==> src/rtl/expr_lane_pipe.sv <==
`default_nettype none
// ============================================================================
//  Module      : expr_lane_pipe
//  Description : Two-stage valid/ready pipeline evaluating one of eight
//                arithmetic/logic operators per lane, each lane with fixed
//                signedness. Operands are extended to 2W bits in stage 1 and
//                results are registered in stage 2. Also keeps a wrapping
//                output-handshake counter and a sticky divide-by-zero flag.
//  Revision    : 1.0  initial release
// ============================================================================
module expr_lane_pipe #(
    parameter int               W           = 6,
    parameter int               LANES       = 3,
    parameter logic [LANES-1:0] SIGNED_MASK = LANES'(3'b101)
) (
    input  logic                     clk,
    input  logic                     reset,
    input  logic                     in_valid,
    output logic                     in_ready,
    input  logic [W*LANES-1:0]       in_a,
    input  logic [W*LANES-1:0]       in_b,
    input  logic [3*LANES-1:0]       in_op,
    output logic                     out_valid,
    input  logic                     out_ready,
    output logic [2*W*LANES-1:0]     out_y,
    output logic [15:0]              txn_count,
    output logic                     div0,
    input  logic                     clear
);

    localparam int R  = 2 * W;
    localparam int SW = $clog2(W);

    localparam logic [2:0] OP_ADD = 3'd0;
    localparam logic [2:0] OP_SUB = 3'd1;
    localparam logic [2:0] OP_MUL = 3'd2;
    localparam logic [2:0] OP_LT  = 3'd3;
    localparam logic [2:0] OP_EQ  = 3'd4;
    localparam logic [2:0] OP_SHR = 3'd5;
    localparam logic [2:0] OP_XNR = 3'd6;

    // Stage 1 holds extended operands; stage 2 holds results.
    logic                   s1_valid_q;
    logic [R*LANES-1:0]     s1_a_q;
    logic [R*LANES-1:0]     s1_b_q;
    logic [3*LANES-1:0]     s1_op_q;
    logic                   out_valid_q;
    logic [R*LANES-1:0]     out_y_q;
    logic [15:0]            txn_count_q;
    logic                   div0_q;

    logic [R*LANES-1:0]     a_ext_d;
    logic [R*LANES-1:0]     b_ext_d;
    logic [R*LANES-1:0]     y_d;
    logic [LANES-1:0]       dz_d;

    logic                   w_s1_advance;
    logic                   w_accept;

    assign w_s1_advance = !out_valid_q || out_ready;
    assign in_ready     = !s1_valid_q || w_s1_advance;
    assign w_accept     = in_valid && in_ready;

    assign out_valid = out_valid_q;
    assign out_y     = out_y_q;
    assign txn_count = txn_count_q;
    assign div0      = div0_q;

    for (genvar i = 0; i < LANES; i++) begin : g_lane
        localparam bit IS_SIGNED = SIGNED_MASK[i];

        logic [W-1:0]  a_raw;
        logic [W-1:0]  b_raw;
        logic [R-1:0]  a;
        logic [R-1:0]  b;
        logic [2:0]    op;
        logic [SW-1:0] sh;
        logic [R-1:0]  y;
        logic          dz;

        assign a_raw = in_a[i*W +: W];
        assign b_raw = in_b[i*W +: W];
        assign a_ext_d[i*R +: R] = IS_SIGNED ? {{W{a_raw[W-1]}}, a_raw} : {{W{1'b0}}, a_raw};
        assign b_ext_d[i*R +: R] = IS_SIGNED ? {{W{b_raw[W-1]}}, b_raw} : {{W{1'b0}}, b_raw};

        assign a  = s1_a_q[i*R +: R];
        assign b  = s1_b_q[i*R +: R];
        assign op = s1_op_q[i*3 +: 3];
        // Low bits of the extended B equal the original B bits.
        assign sh = b[SW-1:0];

        // Per-lane operator evaluation on the stage-1 operands.
        always_comb begin
            y  = '0;
            dz = 1'b0;
            case (op)
                OP_ADD: y = a + b;
                OP_SUB: y = a - b;
                // Product of two W-bit operands always fits in 2W bits.
                OP_MUL: y = a * b;
                OP_LT: begin
                    if (IS_SIGNED) y[0] = ($signed(a) < $signed(b));
                    else           y[0] = (a < b);
                end
                OP_EQ:  y[0] = (a == b);
                OP_SHR: begin
                    if (IS_SIGNED) y = $signed(a) >>> sh;
                    else           y = a >> sh;
                end
                OP_XNR: y[0] = ~^a[W-1:0];
                default: begin
                    if (b == '0) begin
                        y  = '1;
                        dz = 1'b1;
                    end else if (IS_SIGNED) begin
                        y = $signed(a) / $signed(b);
                    end else begin
                        y = a / b;
                    end
                end
            endcase
        end

        assign y_d[i*R +: R] = y;
        assign dz_d[i]       = dz;
    end

    // Stage 1: capture extended operands on an input handshake.
    always_ff @(posedge clk) begin
        if (reset) begin
            s1_valid_q <= 1'b0;
        end else begin
            if (w_accept) begin
                s1_valid_q <= 1'b1;
                s1_a_q     <= a_ext_d;
                s1_b_q     <= b_ext_d;
                s1_op_q    <= in_op;
            end else if (w_s1_advance) begin
                s1_valid_q <= 1'b0;
            end
        end
    end

    // Stage 2: register results; out_y only changes when new data arrives.
    always_ff @(posedge clk) begin
        if (reset) begin
            out_valid_q <= 1'b0;
            out_y_q     <= '0;
        end else if (w_s1_advance) begin
            out_valid_q <= s1_valid_q;
            if (s1_valid_q) out_y_q <= y_d;
        end
    end

    // Handshake counter and sticky div0 flag; clear has priority.
    always_ff @(posedge clk) begin
        if (reset || clear) begin
            txn_count_q <= '0;
            div0_q      <= 1'b0;
        end else begin
            if (out_valid_q && out_ready) txn_count_q <= txn_count_q + 16'd1;
            if (w_s1_advance && s1_valid_q && (|dz_d)) div0_q <= 1'b1;
        end
    end

endmodule
`default_nettype wire

==> config.mk <==
export PLATFORM = sky130hd
export DESIGN_NAME = expr_lane_pipe
export DESIGN_NICKNAME = d
export VERILOG_FILES = /design/src/rtl/expr_lane_pipe.sv
export SDC_FILE = /design/constraint.sdc
export NUM_CORES = 1
export LEC_CHECK = 0
export BUFFER_PORTS_ARGS = -buffer_cell sky130_fd_sc_hd__buf_2
export CORE_ASPECT_RATIO = 1.4
export CORE_MARGIN = 3
export CORE_UTILIZATION = 33
export DETAILED_ROUTE_END_ITERATION = 10
export GPL_TIMING_DRIVEN = 0
export HOLD_SLACK_MARGIN = 0.12
export SLEW_MARGIN = 20
export SYNTH_ARGS = -nofsm -noshare
export SYNTH_HDL_FRONTEND = slang
export SYNTH_SLANG_ARGS = --single-unit
==> constraint.sdc <==
create_clock -name clk -period 73.7 [get_ports clk]
set_input_delay 14.74 -clock clk [delete_from_list [all_inputs] [get_ports clk]]
set_output_delay 14.74 -clock clk [all_outputs]
set_load 0.02 [all_outputs]
Yosys cells after proc, flatten, opt, wreduce, memory -nomap -nowiden
Cells that the tools add are included.
- ROM bits: 0
- memories: 0
- output and inout port bits: 55
- flip-flop bits (word level): 112
- bits of input ports: 50
- bits in writable memories: 0
- bits in latches: 0
- muxes and demuxes: 17
- bitwise logic cells: 1
- equal/unequal tests: 21
- shift-type cells: 3
- $add $sub $neg: 7
- multiply operators: 3
- order comparisons: 3
- reduce and logical (&&, ||, !) cells: 28
- div/mod/pow operators: 3
- operator list (cell ; count):
    $pmux 11 s5 ; 3
    $logic_not 12->1 ; 3
    $mux 12 ; 3
    $eq 3x3->1 const B ; 9
    $div 12x12->12 ; 2
    $eq 12x12->1 ; 2
    $mul 6x6->12 ; 2
    $pmux 1 s7 ; 3
    $reduce_or 7->1 ; 3
    $eq 3x2->1 const B ; 6
    $reduce_xnor 6->1 ; 3
    $add 16x1->16 const B ; 1
    $add 6x6->7 ; 2
    $sub 6x6->7 ; 2
    $add 12x12->12 ; 1
    $div 6x6->12 ; 1
    $lt 12x12->1 ; 1
    $lt 6x6->1 ; 2
    $mul 12x12->12 ; 1
    $reduce_or 3->1 ; 4
    $shr 6x3->12 ; 1
    $sshr 12x3->12 ; 1
    $sshr 6x3->12 ; 1
    $sub 12x12->12 ; 1
    other kinds (10) ; 28

Logic depth before layout (Yosys ltp)
Gate-level depths: netlist (run 1).
- depth after elaboration: 5
- mapped depth: 116
- mapped depth without buffers: 108

Worst setup path before layout (run 1)
Ideal clock, no wire load.
- path type: input to output
- start: input out_ready
- end: output in_ready
- cell stages on the path: 2
- buffers on the path: 0
- data required time: 58.960 ns
- slack: 43.824 ns
- arrival time: 15.136 ns
- path through: nor2b_1 > nand2_1
- word-level cells in the longest chain between the ends: 2
- ends and longest elaborated chain (what ; line ; text):
    start: declaration ; 24 ; input logic out_ready,
    $logic_or 1x1->1 ; 60 ; assign w_s1_advance = !out_valid_q || out_ready;
    $logic_or 1x1->1 ; 61 ; assign in_ready = !s1_valid_q || w_s1_advance;
    end: declaration ; 19 ; output logic in_ready,
No other way between the ends.

Worst setup path after layout (run 1)
Same ends and word-level chain as after synthesis.

==> metrics, run 1 <==
core footprint between 50000 and 60000 um^2; PD cells a little under 50 nW/um^2; clock skew between 20 and 25 ps; Leak between 10 and 15 nW; maxcap violations 0; mean post-synth cell area about 8 um^2; # Post-CTS Setup Buffers 0; Finish-stage setup viols 0; sequential-to-total area share from yosys stat about an eighth; Inserted Diodes 0; Gate power share between 80% and 90%; initial antenna violation count 0; Skew-Pair Late Insertion Delay 400 ps; Clk network pwr share ~4.9%; status finished clean; final hold slack between 400 and 500 ps; area delta synth->final 10.4%; die area around 63000 um^2; Hold Crit Class reg2reg; WP data arrival about 15000 ps; reg2reg path depth about 110; Initial Util 33.6%; top_reg_cell synth dfxtp_1; via count 18400; 1st-iter DRT viols about 1000; Filler cells approximately 6300; Internal Power around 0.52 mW; Total Power approximately 1.1 mW; switching power between 0.5 and 0.6 mW; TritonCTS buffer count 9; max-slew violation count 0; sequential fraction of design power 5.9%; post-synth cell types roughly 90; CTS sink cnt 100; fmax 33.1 MHz; layout cells sized above 1 9.10%; GRT Overall Usage a little under a fifth; # nets final a little over 3000; ANT nets after route 0; final setup margin ~44000 ps; fin crit share 40.9%; WP data required just under 60000 ps; maximum clock insertion buffer count 2; floorplan row count between 100 and 150; Max rail drop VDD around 0.11 mV; YS warnings 0; TritonCTS clock tree yes; Post-CTS Resized 0; critical path type in2out; Max Fanout on Critical Path 5; number of global-route vias before repair roughly 18000; Hold Buf Count CTS 0; r2r setup slk roughly 46000 ps; drt drc 0; Die X 213 um; Synth Cell Area 19900 um^2; DP Wirelength a little under 50 mm; Hold Path Depth 2; Post-synth EDFFs 45; Final Hold Vio Count 0; Setup TNS 0 ps; first drt pass iteration count 6; Switching Share ~52%; global-route wire length before repair 95.0 mm; Syn Inst Count around 2500; Worst Setup End Kind output port; grt total ovfl 0; critical path launch point type primary input; RSZ-0062 raised after global routing no; PortBufs 104; clk slew on worst S/H paths about 80 ps; Async SR Flop Fraction 0%; WL final between 50 and 60 mm; routed len/inst between 15 and 20 um; min Tclk post-route 30170 ps; Max H-tree Level 3; worst-margin pin slew ~1100 ps; vias per std cell 5.43; pre-CTS WS 43530 ps; Seq cells post-synth 100; Die Y 296 um; RePlAce Congestion around 0.92; largest net degree at the start of global routing 27; IO Count 105; Slew headroom approximately a quarter; Root Buffer clkbuf_16
## cells in the final DEF (no fill, tap or decap), drive strengths merged, types with 23 or more instances in the layout
master  instances
mux2i          29
ha            340
dfxtp          55
clkbuf         77
a21oi         120
o31ai          34
a211oi         23
nand2b         31
o211ai         23
nand3          28
nand2         180
o21a          116
nor3          145
mux2           76
xor2           44
nor2          279
a21o           60
inv           198
edfxtp         45
buf           118
nor2b          26
o21ai         103
fa             85
conb           53
xnor2          84
## layout make-up
type	instances	area, um^2	area share (%)
Clock buffer	9	225	1.03
Inverter	199	747	3.40
Sequential cell	100	2450	11.2
Multi-Input combinational cell	2148	16600	75.8
Timing Repair Buffer	106	548	2.50
Buffer	80	324	1.48
Clock inverter	7	88.8	0.405
Tap cell	749	937	4.27
## worst max-delay path, cell delays in order
cell and delay (ps):
buf_2 120, nor2b_1 270, nand2_1 120, buf_2 180
## registers in the layout, summed over array words and instances (netlist names)
register    flops
s1_b_q         18
s1_a_q         18
out_y          36
div0            1
s1_op_q         9
s1_valid_q      1
out_valid       1
txn_count      16
## power groups by stage
stage	Sequential (mW)	Clock (mW)	Combinational, mW
final	0.0642	0.0537	0.971
after global routing	0.0645	0.0576	1.10
after CTS	0.0642	0.0562	0.974
after detailed placement	0.0654	0	0.964
after global placement	0.0656	0	0.957
after floorplan	0.0660	0	0.762
## synthesized netlist by cell type, types with 12 or more instances
master	count	area, um^2
nand2_1	179	672
nand2b_1	31	194
o21ai_0	96	480
a31oi_1	17	106
clkbuf_1	68	255
a221oi_1	12	105
xnor2_1	84	736
fa_1	85	1700
ha_1	340	4250
nor2b_1	26	163
edfxtp_1	45	1350
mux2_2	75	845
nor3_1	144	721
o31ai_1	34	255
nand3_1	28	140
o21a_1	116	871
inv_1	193	724
xor2_1	44	385
a211oi_1	23	173
o211a_1	12	120
o211ai_1	23	173
mux2i_1	29	290
a21o_1	60	450
nor2_1	279	1050
dfxtp_1	55	1100
nand4_1	19	119
and3_1	19	119
a21oi_1	120	601
## metal layers
metal | GRT usage, % | wire length (um) | share of wire (%) | up-vias
met3 | 2.14 | 2060 | 3.4 | 138
met2 | 35.2 | 30900 | 52 | 409
met5 | 0 | 0 | 0 | -
met4 | 7.95 | 2410 | 4.0 | 0
li1 | - | - | - | 9249
met1 | 21.6 | 24500 | 41 | 8642
## cells by family (layout without fill, tap and decap cells)
logic type | count (synthesis) | in the layout | share of synthesized area [%]
adders and majority gates | 426 | 426 | 30.0
buffers and inverters | 279 | 401 | 5.38
muxes | 106 | 106 | 5.89
AOI/OAI and AO/OA | 621 | 621 | 21.4
xor gates and xnor gates | 128 | 128 | 5.64
and+or+nand+nor | 814 | 814 | 19.4
DFF | 100 | 100 | 12.3
other | 2 | 53 | 0.0378
## path summary, 6_finish.rpt
path / start / endpoint
setup / recovery: out_ready / in_ready
hold / removal: out_y[9] / out_y[9]
setup reg to reg: s1_b_q[0] / out_y[8]
hold reg to reg: out_y[9] / out_y[9]
## stage by stage
step	std cells	instance area (um^2)	util, %
final	3398	22000	37.1
after global routing	3398	22000	37.1
after CTS	3398	21900	37.1
after global placement	3380	21500	36.4
after floorplan	2527	20100	-
after detailed placement	3382	21600	36.6
Note: power is estimated with default switching activity, not from simulation.
==> inputs of run 2 (changes only) <==
- clock period: 73.7 -> 28.5 ns (I/O delays scaled with it)
==> run 2 against run 1 <==
Against the previous run:
- setup slack got worse by 42000 ps
- clock skew down 0.72 ps
- count of clock-buffer cells in the layout is the same
- final cell count is 0.12% higher
- clock power increased to 2.6 times the previous value
- hold slack about the same
- sequential cell count stayed put
- first-iteration DRC count down 7.4%
- highest routed layer unchanged
==> metrics, run 2 (synthesis results as in run 1) <==
number of global-route vias before repair 18400 (unchanged); Hold Buf Count CTS 0 (unchanged); Skew-Pair Late Insertion Delay 400 ps (about the same); r2r setup slk 1930 ps (was 45910 ps); drt drc 0 (unchanged); commonest non-fill, non-tap cells in the layout ha_1 (340), nor2_1 (278), inv_1 (192) (was ha_1 (340), nor2_1 (279), inv_1 (193)); clock skew 19.9 ps (was 20.6 ps); CP max stage delay 450 ps (was 270 ps); TritonCTS buffer count 9 (unchanged); GRT Overall Usage 18.9% (unchanged); CP top delay family compound AO/OA/AOI/OAI gates (was simple AND/OR/NAND/NOR gates); final setup margin 1930 ps (was 43530 ps); RePlAce Congestion 0.918 (unchanged); grt total ovfl 0 (unchanged); die area 63300 um^2 (unchanged); maxcap violations 0 (unchanged); Finish-stage setup viols 0 (unchanged); Worst Setup End Kind register (was output port); buffer and inverter count on the worst path 9 (was 2); ANT nets after route 0 (unchanged); Total Power 2.83 mW (was 1.09 mW); Reg-to-Reg End out_y[34] (was out_y[8]); Max rail drop VDD 0.277 mV (was 0.107 mV); fmax around 38 MHz; Initial Util 33.6% (unchanged); Hold Path Depth 2 (unchanged); IO Count 105 (unchanged); Die X 213 um (unchanged); critical path type reg2reg (was in2out); status finished clean (unchanged); clk slew on worst S/H paths 90 ps (was 80 ps); Hold Crit Class reg2reg (unchanged); GR Util met1 21.6% (unchanged); global routing usage on met3 2.14% (unchanged); CTS sink cnt 100 (unchanged); first drt pass iteration count 5 (was 6); most frequent CP cell o21a_1 (was buf_2); final hold slack 441 ps (about the same); DP Wirelength 49.3 mm (unchanged); Leak 10.4 nW (was 10.3 nW); # nets final 3123 (was 3119); layout cells sized above 1 9.69% (was 9.10%); Inserted Diodes 0 (unchanged); GR Util met2 35.2% (unchanged); WP data required 28770 ps (was 58960 ps); reg2reg path depth 109 (unchanged); PD cells 128 nW/um^2 (was 49.6 nW/um^2); WP data arrival 26850 ps (was 15430 ps); core footprint 59100 um^2 (unchanged); Die Y 296 um (unchanged); RSZ-0062 raised after global routing no (unchanged); via count 18500 (was 18400); HP Start out_y[9] (unchanged); commonest non-fill, non-tap cell in the layout ha_1 (unchanged); vias per std cell 5.44 (was 5.43); 1st-iter DRT viols 931 (was 1005); Root Buffer clkbuf_16 (unchanged); worst-margin pin slew 1060 ps (was 1110 ps); initial antenna violation count 0 (unchanged); global-route wire length before repair 95.0 mm (unchanged); area delta synth->final 10.7% (was 10.4%); reg-to-reg critical path startpoint s1_b_q[25] (was s1_b_q[0]); Max H-tree Level 3 (unchanged); floorplan row count 105 (unchanged); max FFs per register 36 (unchanged); Final Hold Vio Count 0 (unchanged); max-slew violation count 0 (unchanged); maximum clock insertion buffer count 2 (unchanged); pre-CTS WS 747 ps (was 43530 ps); critical path launch point type register (was primary input); fin crit share a little over 90%; PortBufs 104 (unchanged); CP max stage cell edfxtp_1 (was nor2b_1); WL final 60.0 mm (was 59.8 mm); Slew headroom 28.2% (was 24.5%); largest net degree at the start of global routing 27 (unchanged); Max Fanout on Critical Path 10 (was 5); GRT busiest layer met2 (unchanged); min Tclk post-route 26570 ps; routed len/inst 17.6 um (about the same); Setup TNS 0 ps (unchanged); Final Core Density 37.2% (was 37.1%); TritonCTS clock tree yes (unchanged); Hold Path Sink out_y[9] (unchanged)
[run 2: cell count changes in the layout (fill, tap and decap cells not counted), sizes merged]
cell,before,now
clkinv,8,7
inv,198,197
buf,118,122
clkinvlp,0,2
[run 2: worst reg2reg max path, delay by kind of cell (launching register included)]
kind	cells	cell delay (ps)
AO/OA/AOI/OAI	67	13380
XOR/XNOR	1	190
adder cells (fa/ha/maj)	13	3890
buffers and inverters	9	3540
flip-flops	1	450
multiplexers	8	2830
AND/OR/NAND/NOR	11	2160
[run 2: layout make-up]
| type | count | area [um^2] |
|---|---|---|
| multi-input combinational | 2148 | 16700 |
| timing repair buffer | 110 | 578 |
| tap | 749 | 937 |
| buffer | 80 | 329 |
| clock inverter | 7 | 88.8 |
| clock buffer | 9 | 225 |
| inverter | 199 | 754 |
| sequential | 100 | 2450 |
| fill | 6259 | 37100 |
[run 2: repair_timing]
item,CTS,global route
gates resized for setup,0,16
setup buffers,0,4
setup endpoints to repair,0,24
[run 2: routing by layer]
metal	part of all wire (%)	vias to the layer above
met2	51	389
met4	4.0	0
met1	41	8743
li1	-	9251
met5	0	-
met3	3.5	137
[run 2: how the worst max path moves through the flow]
stage,from,end,slack (ps),depth (start not counted)
6_report,s1_b_q[25],out_y[34],1930,109
5_1_grt,s1_b_q[25],out_y[34],90,109
4_1_cts,s1_b_q[0],out_y[8],670,109
3_5_place_dp,s1_b_q[0],out_y[8],750,109
3_3_place_gp,s1_b_q[24],out_y[34],310,108
2_1_floorplan,s1_b_q[0],out_y[10],5180,109
[run 2: through the flow]
stage          instance area (um^2)  instances
5_1_grt                       22000       3402
6_report                      22000       3402
3_5_place_dp                  21600       3382
4_1_cts                       21900       3398
3_3_place_gp                  21500       3380
2_1_floorplan                 20100       2527
[run 2: power breakdown]
| group | total, mW | switching [mW] | internal [mW] |
|---|---|---|---|
| clock | 0.139 | 0.0755 | 0.0638 |
| sequential | 0.166 | 0.00861 | 0.157 |
| combinational | 2.52 | 1.38 | 1.14 |
| total | 2.83 | 1.47 | 1.36 |
